## src/rtl/ddr2_pkg.sv

```systemverilog
// Shared DDR2 init definitions: command codes, sequencer states, mode-register bank
// selects and the OCD field values used during the JEDEC power-up sequence.
package ddr2_pkg;

   localparam int unsigned CMD_W   = 3;
   localparam int unsigned BA_W    = 2;
   localparam int unsigned ADDR_W  = 13;
   localparam int unsigned CNT_W   = 16;
   localparam int unsigned ST_W    = 4;
   localparam int unsigned A8_BIT  = 8;
   localparam int unsigned A10_BIT = 10;

   typedef enum logic [CMD_W-1:0] {
      CMD_NOP           = 3'b000,
      CMD_REFRESH       = 3'b001,
      CMD_PRECHARGE_ALL = 3'b010,
      CMD_LOAD_MODE     = 3'b011
   } ddr2_cmd_e;

   typedef enum logic [ST_W-1:0] {
      ST_WAIT200,
      ST_PRE_GUARD,
      ST_EMR2,
      ST_EMR3,
      ST_EMR1_DLL,
      ST_MR_DLLRST,
      ST_PRE_ALL,
      ST_REF1,
      ST_REF2,
      ST_MR_NORM,
      ST_OCD_DEF,
      ST_OCD_EXIT,
      ST_DONE
   } ddr2_state_e;

   localparam logic [BA_W-1:0] BA_MR   = 2'b00;
   localparam logic [BA_W-1:0] BA_EMR1 = 2'b01;
   localparam logic [BA_W-1:0] BA_EMR2 = 2'b10;
   localparam logic [BA_W-1:0] BA_EMR3 = 2'b11;

   localparam logic [2:0] OCD_FIELD_DEFAULT = 3'b111;
   localparam logic [2:0] OCD_FIELD_EXIT    = 3'b000;

   typedef struct packed {
      ddr2_cmd_e             cmd;
      logic [BA_W-1:0]       ba;
      logic [ADDR_W-1:0]     addr;
   } ddr2_cmd_t;

   // Replace EMR1 A9:A7 (OCD calibration program field) with the given value.
   function automatic logic [ADDR_W-1:0] with_ocd(input logic [ADDR_W-1:0] emr1,
                                                  input logic [2:0]        field);
      logic [ADDR_W-1:0] v;
      v      = emr1;
      v[9:7] = field;
      return v;
   endfunction

endpackage

```

## src/rtl/ddr2_init_timer.sv

```systemverilog
// Loadable 16-bit down-counter that saturates at zero and flags when it gets there.
module ddr2_init_timer
   import ddr2_pkg::*;
#(
   parameter logic [CNT_W-1:0] RST_VAL = '0
) (
   input  logic             CLK_in,
   input  logic             RST_in,
   input  logic             load,
   input  logic [CNT_W-1:0] load_val,
   input  logic             dec,
   output logic             zero
);

   logic [CNT_W-1:0] count_q;

   always_ff @(posedge CLK_in or posedge RST_in) begin
      if (RST_in) begin
         count_q <= RST_VAL;
      end else if (load) begin
         count_q <= load_val;
      end else if (dec && (count_q != '0)) begin
         count_q <= count_q - CNT_W'(1);
      end
   end

   assign zero = (count_q == '0);

endmodule

```

## src/rtl/ddr2_init_sequencer.sv

```systemverilog
// DDR2 power-up initialisation sequencer: waits for stable clock, then issues the
// precharge / EMR / MR / refresh / OCD command stream and waits for DLL lock.
module ddr2_init_sequencer
   import ddr2_pkg::*;
#(
   parameter int unsigned       WAIT_CYCLES      = 26667,
   parameter int unsigned       PRE_GUARD_CYCLES = 8,
   parameter int unsigned       TMRD_CYCLES      = 2,
   parameter int unsigned       TRP_CYCLES       = 3,
   parameter int unsigned       TRFC_CYCLES      = 14,
   parameter int unsigned       DLL_LOCK_CYCLES  = 200,
   parameter logic [ADDR_W-1:0] MR_VAL           = 13'h0232,
   parameter logic [ADDR_W-1:0] EMR1_VAL         = 13'h0004
) (
   input  logic              CLK_in,
   input  logic              RST_in,
   output logic              CKE_out,
   output logic              WAIT200_DONE_out,
   output logic              INIT_DONE_out,
   output logic [CMD_W-1:0]  INIT_CMD_out,
   output logic [BA_W-1:0]   INIT_BA_out,
   output logic [ADDR_W-1:0] INIT_ADDR_out
);

   ddr2_state_e      state_q;
   ddr2_state_e      next_state;
   ddr2_cmd_t        cmd_q;
   logic             cke_q;
   logic             wait_done_q;
   logic             init_done_q;
   logic             gap_zero;
   logic             dll_zero;
   logic             advance;
   logic             dll_load;
   logic [CNT_W-1:0] gap_val;

   // Total cycles spent in a state: the command cycle plus its trailing NOP gap.
   function automatic int unsigned state_cycles(input ddr2_state_e s);
      case (s)
         ST_PRE_GUARD:            return PRE_GUARD_CYCLES;
         ST_PRE_ALL:              return 1 + TRP_CYCLES;
         ST_REF1, ST_REF2:        return 1 + TRFC_CYCLES;
         ST_EMR2, ST_EMR3, ST_EMR1_DLL, ST_MR_DLLRST,
         ST_MR_NORM, ST_OCD_DEF, ST_OCD_EXIT:
                                  return 1 + TMRD_CYCLES;
         default:                 return 1;
      endcase
   endfunction

   // Command word issued on the first cycle of a state.
   function automatic ddr2_cmd_t state_cmd(input ddr2_state_e s);
      ddr2_cmd_t c;
      c = '0;
      case (s)
         ST_EMR2: begin
            c.cmd = CMD_LOAD_MODE;
            c.ba  = BA_EMR2;
         end
         ST_EMR3: begin
            c.cmd = CMD_LOAD_MODE;
            c.ba  = BA_EMR3;
         end
         ST_EMR1_DLL: begin
            c.cmd  = CMD_LOAD_MODE;
            c.ba   = BA_EMR1;
            c.addr = EMR1_VAL;
         end
         ST_MR_DLLRST: begin
            c.cmd          = CMD_LOAD_MODE;
            c.ba           = BA_MR;
            c.addr         = MR_VAL;
            c.addr[A8_BIT] = 1'b1;
         end
         ST_PRE_ALL: begin
            c.cmd           = CMD_PRECHARGE_ALL;
            c.addr[A10_BIT] = 1'b1;
         end
         ST_REF1, ST_REF2: begin
            c.cmd = CMD_REFRESH;
         end
         ST_MR_NORM: begin
            c.cmd          = CMD_LOAD_MODE;
            c.ba           = BA_MR;
            c.addr         = MR_VAL;
            c.addr[A8_BIT] = 1'b0;
         end
         ST_OCD_DEF: begin
            c.cmd  = CMD_LOAD_MODE;
            c.ba   = BA_EMR1;
            c.addr = with_ocd(EMR1_VAL, OCD_FIELD_DEFAULT);
         end
         ST_OCD_EXIT: begin
            c.cmd  = CMD_LOAD_MODE;
            c.ba   = BA_EMR1;
            c.addr = with_ocd(EMR1_VAL, OCD_FIELD_EXIT);
         end
         default: c = '0;
      endcase
      return c;
   endfunction

   // Leave OCD_EXIT only once both its gap and the DLL lock interval are over.
   always_comb begin
      next_state = ST_DONE;
      if (state_q != ST_DONE) begin
         next_state = ddr2_state_e'(ST_W'(state_q) + ST_W'(1));
      end
      advance  = gap_zero && (state_q != ST_DONE) &&
                 ((state_q != ST_OCD_EXIT) || dll_zero);
      gap_val  = CNT_W'(state_cycles(next_state) - 1);
      dll_load = advance && (next_state == ST_MR_DLLRST);
   end

   ddr2_init_timer #(
      .RST_VAL (CNT_W'(WAIT_CYCLES - 1))
   ) u_gap_timer (
      .CLK_in   (CLK_in),
      .RST_in   (RST_in),
      .load     (advance),
      .load_val (gap_val),
      .dec      (1'b1),
      .zero     (gap_zero)
   );

   ddr2_init_timer #(
      .RST_VAL (CNT_W'(DLL_LOCK_CYCLES - 1))
   ) u_dll_timer (
      .CLK_in   (CLK_in),
      .RST_in   (RST_in),
      .load     (dll_load),
      .load_val (CNT_W'(DLL_LOCK_CYCLES - 1)),
      .dec      (1'b1),
      .zero     (dll_zero)
   );

   always_ff @(posedge CLK_in or posedge RST_in) begin
      if (RST_in) begin
         state_q     <= ST_WAIT200;
         cmd_q       <= '0;
         cke_q       <= 1'b0;
         wait_done_q <= 1'b0;
         init_done_q <= 1'b0;
      end else if (advance) begin
         state_q <= next_state;
         cmd_q   <= state_cmd(next_state);
         if (next_state == ST_PRE_GUARD) begin
            cke_q       <= 1'b1;
            wait_done_q <= 1'b1;
         end
         if (next_state == ST_DONE) begin
            init_done_q <= 1'b1;
         end
      end else begin
         cmd_q <= '0;
      end
   end

   assign CKE_out          = cke_q;
   assign WAIT200_DONE_out = wait_done_q;
   assign INIT_DONE_out    = init_done_q;
   assign INIT_CMD_out     = cmd_q.cmd;
   assign INIT_BA_out      = cmd_q.ba;
   assign INIT_ADDR_out    = cmd_q.addr;

endmodule

```

## config.mk

```make
export PLATFORM = sky130hd
export DESIGN_NAME = ddr2_init_sequencer
export DESIGN_NICKNAME = d
export VERILOG_FILES = /design/src/rtl/ddr2_pkg.sv /design/src/rtl/ddr2_init_timer.sv /design/src/rtl/ddr2_init_sequencer.sv
export SDC_FILE = /design/constraint.sdc
export NUM_CORES = 1
export LEC_CHECK = 0
export BUFFER_PORTS_ARGS = -buffer_cell sky130_fd_sc_hd__buf_4
export CAP_MARGIN = 20
export CORE_ASPECT_RATIO = 0.75
export CORE_MARGIN = 2
export CORE_UTILIZATION = 50
export CTS_BUF_LIST = sky130_fd_sc_hd__clkbuf_4
export CTS_CLUSTER_DIAMETER = 150
export CTS_CLUSTER_SIZE = 10
export DETAILED_ROUTE_END_ITERATION = 10
export GPL_TIMING_DRIVEN = 0
export PLACE_DENSITY = 0.69
export REMOVE_ABC_BUFFERS = 1
export SLEW_MARGIN = 40
export SYNTH_ARGS = -nofsm -noshare
export SYNTH_HDL_FRONTEND = slang
export SYNTH_SLANG_ARGS = --single-unit
```

## constraint.sdc

```tcl
create_clock -name CLK_in -period 4.25 [get_ports CLK_in]
set_input_delay 0.425 -clock CLK_in [delete_from_list [all_inputs] [get_ports CLK_in]]
set_output_delay 0.425 -clock CLK_in [all_outputs]
set_load 0.005 [all_outputs]
```

=== Word-level counts from Yosys, hierarchy flattened ===
Memories as Yosys holds them, arrays and structs flattened.
Index checks and enable logic that the tools add are counted.

* Bits in registers: 56
* Memory bits (read-only): 64
* Bits of input ports: 2
* Output and inout bits: 21
* Memories: 1

* Add/subtract/negate cells: 4
* Eq/ne operators: 14
* Mux-type cells: 10
* Reductions and logical operators: 16

{| class="wikitable"
|+ Memory list
! name !! words !! width !! rd ports !! clocked after memory_dff !! write ports !! RTL line !! RTL
|-
| (no name shown) || 16 || 4 || 1 || 0 || 0 || ddr2_init_sequencer.sv:39 || <nowiki>case (s)</nowiki>
|}

{| class="wikitable"
|+ Operator list
! cell !! number
|-
| $mux W16 || 4
|-
| $sub A16 B1 Y16 const B || 3
|-
| $pmux W10 S4 || 1
|-
| $logic_not A16 Y1 || 2
|-
| $reduce_bool A16 Y1 || 2
|-
| $eq A4 B4 Y1 const B || 5
|-
| $mux W18 || 1
|-
| $eq A4 B3 Y1 const B || 4
|-
| $pmux W2 S3 || 2
|-
| $eq A4 B2 Y1 const B || 2
|-
| $ne A4 B4 Y1 const B || 2
|-
| $reduce_or A7 Y1 || 1
|-
| $add A4 B1 Y4 const B || 1
|-
| $eq A4 B1 Y1 const B || 1
|-
| $mux W4 || 1
|-
| $reduce_and A2 Y1 || 2
|-
| $reduce_bool A2 Y1 || 2
|-
| $reduce_or A2 Y1 || 2
|-
| $logic_and A1 B1 Y1 || 3
|-
| $reduce_or A3 Y1 || 1
|-
| $logic_or A1 B1 Y1 || 1
|-
| $mux W1 || 1
|}

=== Longest topological paths before layout ===
Gate-level depths: netlist of run 1.

* Word-level depth: 6
* Mapped depth: 14
* Gate-level depth less buffers: 14

=== Hierarchy ===
A second synthesis of run 1 with hierarchy kept.

* Cells, all modules: 364
* Area total of the unflattened synthesis: 3,219.3 um^2

{| class="wikitable"
|+ Modules (own cells, without submodules)
! module !! instances !! cells an instance !! area an instance (um^2)
|-
| ddr2_init_sequencer || 1 || 120 || 1,136.1
|-
| ddr2_init_timer (u_gap_timer) || 1 || 122 || 1,042.2
|-
| ddr2_init_timer (u_dll_timer) || 1 || 122 || 1,041.0
|}

=== Worst setup path before layout of run 1 ===
OpenSTA, ideal clock, no wires.

* Path type: reg2reg
* Start point: reg u_gap_timer.count_q[9]
* End point: reg u_gap_timer.count_q[10]
* Library setup time: 132 ps
* Data arrival time: 3,042 ps
* Data required time: 4,118 ps
* Path slack: 1,076 ps
* Stages on the path, launching flop included: 13
* Buffers on the path: 1
* Period minus slack after synthesis: 3,174 ps
* Path through: dfrtp_1 > or4_1 > or3_4 > nor4_4 > and2_1 > buf_4 > a21oi_1 > ha_1 > nand2_1 > a21oi_1 > a31oi_1 > nor3_1 > xor2_1

* Word-level cells in the longest chain between the ends: 4
* Elaborated cells between the ends (all ways): 8
* Classes of those cells: 1 x add/sub; 2 x mux; 5 x reduce/logical

{| class="wikitable"
|+ Ends and longest elaborated chain
! what !! RTL line !! RTL
|-
| start: declaration || ddr2_init_timer.sv:15 || <nowiki>logic [CNT_W-1:0] count_q;</nowiki>
|-
| start signal: assignment || ddr2_init_timer.sv:21 || <nowiki>count_q <= load_val;</nowiki>
|-
| start signal: assignment || ddr2_init_timer.sv:23 || <nowiki>count_q <= count_q - CNT_W'(1);</nowiki>
|-
| branches (longest 4 deep; another with $sub A16 B1 Y16) || n/a ||
|}

Parallel ways; which one is timed is not known. The select of a mux whose other input is x is not followed.
A chain may end at the register's enable or synchronous reset.

=== Final worst setup path of run 1 ===
* Start point: reg u_dll_timer.count_q[11]
* End point: reg u_gap_timer.count_q[10]

* Word-level cells in the longest chain between the ends: 4
* Elaborated cells between the ends (all ways): 5
* Classes of those cells: 1 x mux; 4 x reduce/logical

{| class="wikitable"
|+ Ends and longest elaborated chain
! what !! RTL line !! RTL
|-
| start: declaration || ddr2_init_timer.sv:15 ||
|-
| start signal: assignment || ddr2_init_timer.sv:21 ||
|-
| start signal: assignment || ddr2_init_timer.sv:23 ||
|-
| $logic_not A16 Y1 (*) || ddr2_init_timer.sv:27 || <nowiki>assign zero = (count_q == '0);</nowiki>
|-
| $logic_or A1 B1 Y1 (*) || ddr2_init_sequencer.sv:109 || <nowiki>((state_q != ST_OCD_EXIT) || dll_zero);</nowiki>
|-
| $logic_and A1 B1 Y1 (*) || ddr2_init_sequencer.sv:108 || <nowiki>advance = gap_zero && (state_q != ST_DONE) &&</nowiki>
|-
| $mux W16 / $reduce_bool A2 Y1 (equally long branches) || n/a ||
|}

Every way passes the cells marked *; elsewhere a longest branch is shown, timed or not.

==> results of run 1 <==
[area by class of cell]
cell class,instances,area (um^2),share of cell area (%)
Timing Repair Buffer,18,150.1,5.296
Inverter,8,32.53,1.147
Clock buffer,5,37.54,1.324
Tap cell,60,75.07,2.648
Clock inverter,3,37.54,1.324
Multi-Input combinational cell,200,1287,45.41
Sequential cell,48,1215,42.85
[routing by layer]
layer	GRT usage (%)	routed length [um]
met5	0	0
met4	3.654	31
met3	3.745	211
met2	29.10	2048
met1	28.62	2600
[flip-flops by register name, indices dropped and copies added, names as in the netlist]
signal and flops:
INIT_ADDR_out 6, WAIT200_DONE_out 1, u_gap_timer.count_q 16, INIT_DONE_out 1, u_dll_timer.count_q 16, INIT_BA_out 2
state_q 4, INIT_CMD_out 2
[what timing repair did]
item                                    4_1_cts  5_1_grt
endpoints found under the setup margin        0        5
hold buffers                                  0        1
resized for setup                             0        1
endpoints found under the hold margin         0        8
[stage by stage]
| step | total power [uW] | instances | setup slack, ns | area, um^2 |
|---|---|---|---|---|
| after floorplan | 473.2 | 256 | 0.9221 | 2509 |
| after global placement | 476.3 | 332 | 0.3601 | 2704 |
| after detailed placement | 479.0 | 333 | 0.3496 | 2734 |
| after CTS | 742.9 | 341 | 0.3281 | 2809 |
| after global routing | 768.3 | 342 | 0.1276 | 2835 |
| final | 734.9 | 342 | 0.4237 | 2835 |
[kinds of logic after synthesis]
kind of cell / after synthesis
and+or+nand+nor: 112
AOI/OAI and AO/OA: 49
DFF: 48
xor gates and xnor gates: 26
buffers and inverters: 25
adders and majority gates: 6
other: 1
muxes: 1
[where the power goes]
group          switching, uW  total [uW]  internal, uW
logic                   10.3        13.5          3.26
clock network            144         264           120
registers                  0         457           457
[cell usage in the layout, fill, tap and decap left out, types with 2 or more instances in the layout]
cell type,n
ha_1,6
nor3b_1,3
buf_4,16
inv_1,7
dfstp_2,11
o21ai_0,9
xor2_1,14
nand2_1,27
a211oi_1,2
nor2_1,27
a31oi_1,2
nor4_1,5
a21o_1,7
or2_2,2
o31ai_1,3
nand2b_1,3
clkbuf_4,5
conb_1,6
nand3_1,4
or4_1,3
xnor2_1,12
nor3_1,14
a21oi_1,16
nor4b_1,2
or3_1,2
clkinv_1,2
and2_1,2
and3_1,3
nand4_1,3
nor2b_1,3
dfrtp_1,37
[worst max-delay path by stage]
| stage | startpoint | end | slack [ns] | cells past startpoint |
|---|---|---|---|---|
| floorplan | u_gap_timer.count_q[9] | u_gap_timer.count_q[10] | 0.92 | 12 |
| global placement | u_gap_timer.count_q[9] | u_gap_timer.count_q[10] | 0.36 | 12 |
| detailed placement | u_gap_timer.count_q[9] | u_gap_timer.count_q[12] | 0.35 | 12 |
| CTS | u_gap_timer.count_q[9] | u_gap_timer.count_q[12] | 0.33 | 12 |
| global route | u_dll_timer.count_q[11] | u_gap_timer.count_q[10] | 0.13 | 12 |
| finish | u_dll_timer.count_q[11] | u_gap_timer.count_q[10] | 0.42 | 12 |
[worst max-delay path: stages, from the launching register on]
cell	delay [ns]
dfrtp_1	0.42
nor4_1	0.55
nand4_1	0.38
a31oi_1	0.52
and2_1	0.49
a21o_1	0.23
inv_1	0.05
ha_1	0.20
nand2_1	0.09
a21oi_1	0.05
a31oi_2	0.46
nor3_1	0.11
xor2_1	0.16
==> flow_metrics.py, run 1 <==
metrics = {
    "run_status": {
        "outcome": "finished clean",
    },
    "min_path": {
        "worstHoldStart": "u_gap_timer.count_q[7]",
        "worst_hold_path_type": "reg2reg",
        "worstHoldEndpoint": "u_gap_timer.count_q[7]",
        "worst_hold_path.num_cells": 1,
    },
    "detailed_routing": {
        "drc": 0,
        "route.detailed.vias_per_inst": 5.591,
        "postRouteAntennaNets": 0,
        "drt_pass1_iterations": 4,
        "drt_first_iter_violations": 101,
        "routedWlPerCell_um": 14.30,
        "routed-via-count": 1912,
        "routed_wl_um": 4891,
    },
    "synth": {
        "synth_top_family_by_area": "simple AND/OR/NAND/NOR gates",
        "synth_area_per_cell_um2": 9.673,
        "synthXorXnorAreaFrac_pct": 8.784,
        "synth_mux_area_share_pct": 0.4344,
        "async_flop_share_pct": 100.0,
        "post_synth_fa_ha_maj_area_fraction_pct": 2.896,
        "synth.largest_area_cell": "dfrtp_1",
        "proportion_of_synthesized_chip_area_in_sequential_cells_pct": 46.86,
        "synth.cell_area_um2": 2592,
        "yosysTopAreaCellShare_pct": 35.71,
        "fraction_of_the_mapped_netlist_area_in_compound_gates_pct": 12.45,
        "yosysWarnings": 0,
        "postSynthCellCount": 268,
        "synth_seq_cells": 48,
        "synth.most_common_cell": "dfrtp_1",
        "synth_enable_flop_cells": 0,
        "simple_gate_area_share_of_the_yosys_netlist_pct": 23.31,
        "synth_top_cells_by_count": "37 x dfrtp_1, 28 x nor2_1, 27 x nand2_1, 16 x a21oi_1",
        "synth_top_cells_by_area": "dfrtp_1 36%, dfstp_2 11%, xor2_1 4.7%, nor2_1 4.1%, xnor2_1 4.1%",
        "synth_ff_type": "dfrtp_1",
        "synth.lib_cells_used.distinct": 49,
    },
    "power": {
        "vdd.ir_drop.worst_uv": 152.7,
        "power.density_nw_per_um2": 259.2,
        "total_leakage_power_uw": 0.001344,
    },
    "cts": {
        "cts.reportedPaths.clkPinSlew_ns": 0.14,
        "cts.repair_timing.setup_buffer_count": 0,
        "cts.sinks": 48,
        "ctsLongestPathBuffers": 2,
        "cts_inserted_buffers": 5,
        "clk-insertion-delay-late_ns": 0.35,
        "clk_root_buffer_cell": "clkbuf_4",
        "htree_levels": 2,
        "clock_tree_from_tritoncts": "yes",
    },
    "floorplanning": {
        "floorplan_die_area_um2": 5783,
        "initial_utilization_pct": 52.32,
        "die_x_um": 87.15,
        "top_level_ports": 23,
        "placeableCoreArea_um2": 4955,
        "die-height_um": 66.36,
        "rows": 22,
    },
    "finish": {
        "fillers": 436,
        "flow.area_growth_from_synthesis_pct": 9.363,
        "num_antenna_cells": 0,
        "layout-drive-gt1-share_pct": 17.73,
        "utilization_pct": 57.22,
        "layout.nets": 289,
    },
    "sta": {
        "timing.slew.headroom_pct": 45.80,
        "hold_violations": 0,
        "fmax_mhz": 261.3,
        "final_min_period_over_clock_period_pct": 90.03,
        "hold_ws_ns": 0.4662,
        "rsz_0062_raised_after_global_routing": "false",
        "final_critical_path_required_period_ns": 3.826,
        "timing.setup.tns_ns": 0,
        "timing.clock.skew_ns": 0.01596,
        "drv_slew": 0,
        "report.final.setup_viol": 0,
        "worst_pin_slew_ns": 0.8056,
    },
    "critical_path": {
        "critical_path.endpoint_type": "register",
        "r2r_end": "u_gap_timer.count_q[10]",
        "crit_fanout": 11,
        "timing.critical_path.arrival_ns": 4.06,
        "timing.reg2reg.worst_path_depth": 12,
        "r2r-start": "u_dll_timer.count_q[11]",
        "worstSetupPathType": "reg2reg",
        "crit_path_start_kind": "register",
        "r2r_setup_slack_ns": 0.42,
        "cp.required_ns": 4.48,
    },
    "placement": {
        "numPortBuffers": 16,
        "hpwlAfterDp_um": 3588,
        "gp_congestion": 0.8645,
    },
    "global_routing": {
        "antenna_violations_before_repair": 0,
        "first_global_vias": 1823,
        "pin_count_of_the_biggest_net_entering_global_routing": 27,
        "grt_overflow": 0,
        "grtUsageTotal_pct": 19.16,
        "grt_first_pass_wirelength_um": 8631,
    },
    "flow_run": {
        "maxCapViolCount": 0,
    },
}
(Power assumes the default switching activity.)
==> run 2, diff against run 1 <==
- ABC_AREA: unset -> 1
- PLACE_DENSITY: 0.69 -> 0.68
- clock period: 4.25 -> 4.8 ns (I/O delays scaled with it)
==> run 2 against run 1 <==
Clock-buffer cell count stayed put. Non-clock buffer count stayed put. Highest routed layer unchanged. Wire length increased by 8.3%. Fmax rose by 45%. Clock skew up 0.0042 ns. Final area increased by 9.5%. Register-to-register slack better by 1.7 ns. Final cell count increased by 27%. Critical path type unchanged. Via count up 13%. Synthesized area is 11% higher. Clock power decreased by 30%.
==> flow_metrics.py, run 2 <==
metrics = {
    "synth": {
        "synth_ff_type": "dfrtp_1",
        "proportion_of_synthesized_chip_area_in_sequential_cells_pct": 42.22,
        "async_flop_share_pct": 100.0,
        "synth.lib_cells_used.distinct": 40,
        "synth_top_cells_by_area": "dfrtp_1 32%, dfstp_2 10%, nand2_1 8.0%, inv_1 5.5%, nand3_1 4.0%",
        "synth_area_per_cell_um2": 8.439,
        "synth.largest_area_cell": "dfrtp_1",
        "synth.cell_area_um2": 2878,
        "synth.most_common_cell": "nand2_1",
        "postSynthCellCount": 341,
        "synth_seq_cells": 48,
        "yosysWarnings": 0,
        "synth_top_cells_by_count": "61 x nand2_1, 42 x inv_1, 37 x dfrtp_1, 30 x nor2_1, 23 x nand3_1",
        "yosysTopAreaCellShare_pct": 32.17,
        "synth_enable_flop_cells": 0,
    },
    "finish": {
        "flow.area_growth_from_synthesis_pct": 7.913,
        "final_common_cell": "nand2_1",
        "area.sequential_um2": 1215,
        "num_antenna_cells": 0,
        "fillers": 501,
        "layout-drive-gt1-share_pct": 25.28,
        "layout.nets": 367,
        "commonest_cells_after_routing_fill_and_taps_aside": "61 x nand2_1, 41 x inv_1, 37 x dfrtp_1",
        "instances_no_fill": 435,
        "cell_area_after_layout_um2": 3105,
        "multiInputGateArea_um2": 1405,
    },
    "detailed_routing": {
        "drt_first_iter_violations": 108,
        "route.detailed.vias_per_inst": 4.945,
        "postRouteAntennaNets": 0,
        "routed-via-count": 2151,
        "drc": 0,
        "drt_pass1_iterations": 4,
        "routed_wl_um": 5298,
        "routedWlPerCell_um": 12.18,
    },
    "cts": {
        "cts_resized": 0,
        "cts_hold_buffers": 1,
        "cts.reportedPaths.clkPinSlew_ns": 0.15,
        "ctsLongestPathBuffers": 2,
        "htree_levels": 2,
        "clock_tree_from_tritoncts": "yes",
        "clk_root_buffer_cell": "clkbuf_4",
        "cts.sinks": 48,
        "cts_inserted_buffers": 5,
        "cts.repair_timing.setup_buffer_count": 0,
        "clk-insertion-delay-late_ns": 0.37,
    },
    "critical_path": {
        "cp.required_ns": 5.06,
        "worstPathCellList": "inv_1 > ha_1 > nand3_2 > nand2_1 > nor2_1 > nand2_1 > nand2_1 > nand2_2 > nand2_4 > ha_1 > nand2_2 > nor2_4 > nand2_2 > nor2_4 > nand2_1 > nand2_1 > nand2_1",
        "slowest_delay_ns": 0.46,
        "timing.critical_path.arrival_ns": 2.90,
        "critical_path.endpoint_type": "register",
        "worstSetupPathType": "reg2reg",
        "critPathSlowestCell": "dfrtp_1",
        "worst_path_most_repeated_cell": "nand2_1",
        "crit_path_start_kind": "register",
        "critical_path_buf_inv_count": 1,
        "crit_family": "simple AND/OR/NAND/NOR gates",
        "crit_fanout": 6,
    },
    "sta": {
        "rsz_0062_raised_after_global_routing": "false",
        "timing.clock.skew_ns": 0.02012,
        "drv_slew": 0,
        "report.final.setup_viol": 0,
        "final_critical_path_required_period_ns": 2.632,
        "fmax_mhz": 380.0,
        "timing.setup.tns_ns": 0,
        "hold_violations": 0,
        "final_min_period_over_clock_period_pct": 54.83,
    },
    "min_path": {
        "worst_hold_path_type": "reg2reg",
    },
    "flow_run": {
        "maxCapViolCount": 0,
    },
    "placement": {
        "gp_congestion": 0.8363,
        "numPortBuffers": 16,
        "placed_cell_area_um2": 3044,
        "post-place-cells": 426,
        "hpwlAfterDp_um": 3900,
    },
    "power": {
        "total_leakage_power_uw": 0.001562,
        "vdd.ir_drop.worst_uv": 111.7,
        "power.density_nw_per_um2": 193.9,
    },
    "global_routing": {
        "first_global_vias": 1986,
        "grt_overflow": 0,
        "grtUsageTotal_pct": 18.38,
        "pin_count_of_the_biggest_net_entering_global_routing": 41,
        "antenna_violations_before_repair": 0,
        "grt_first_pass_wirelength_um": 9494,
    },
    "floorplanning": {
        "die_x_um": 91.60,
        "floorplan_die_area_um2": 6385,
        "top_level_ports": 23,
        "rows": 23,
        "placeableCoreArea_um2": 5439,
        "initial_utilization_pct": 52.91,
        "die-height_um": 69.70,
    },
    "run_status": {
        "outcome": "finished clean",
    },
}
==> run 2: layout make-up <==
type / count / share of cell area (%)
multi-input cells: 236 / 45.25
clock inverters: 3 / 0.4432
flip-flops and latches: 48 / 39.12
repair buffers: 18 / 4.835
well taps: 75 / 3.022
clock buffers: 5 / 1.209
inverters: 50 / 6.124
==> run 2: cells by family after synthesis <==
group,synth area share [%]
AND/OR/NAND/NOR,34.74
adder cells (fa/ha/maj),2.609
AO/OA/AOI/OAI,5.826
flip-flops,42.22
other,0.1303
XOR/XNOR,4.870
buffers and inverters,9.609
==> run 2: report_power, final <==
group / internal, uW / switching (uW) / leakage (uW)
logic: 2.95 / 9.47 / 0.000927
registers: 405 / 0 / 0.000603
clock network: 54.1 / 131 / 0.0000324
==> run 2: metal layers <==
| metal | routed length, um | part of all wire, % | vias to the layer above | track usage [%] |
|---|---|---|---|---|
| met4 | 69 | 1.3 | 0 | 5.724 |
| li1 | - | - | 1106 | - |
| met1 | 2811 | 53 | 997 | 28.40 |
| met3 | 176 | 3.3 | 8 | 3.587 |
| met2 | 2240 | 42 | 40 | 25.65 |
| met5 | 0 | 0 | - | 0 |
==> run 2: final timing paths <==
| kind | from | to | cells after the start | slack (ns) |
|---|---|---|---|---|
| max | state_q[0] | u_gap_timer.count_q[10] | 17 | 2.17 |
| min | INIT_DONE_out | INIT_DONE_out | 1 | 0.49 |
| max reg2reg | state_q[0] | u_gap_timer.count_q[10] | 17 | 2.17 |
| min reg2reg | INIT_DONE_out | INIT_DONE_out | 1 | 0.49 |
| max in group asynchronous | RST_in | u_gap_timer.count_q[5] | 4 | 3.77 |
| min in group asynchronous | RST_in | u_dll_timer.count_q[11] | 3 | 0.53 |
==> run 2: per-stage QoR <==
stage / setup slack (ns) / hold slack [ns] / util [%] / total power [uW]
4_1_cts: 2.198 / 0.4963 / 57.10 / 612.6
2_1_floorplan: 2.517 / 0.4410 / - / 419.0
3_3_place_gp: 2.248 / 0.4635 / 55.56 / 422.1
3_5_place_dp: 2.238 / 0.3886 / 55.97 / 424.9
6_report: 2.168 / 0.4934 / 57.10 / 602.3
5_1_grt: 1.922 / 0.5198 / 57.10 / 625.8
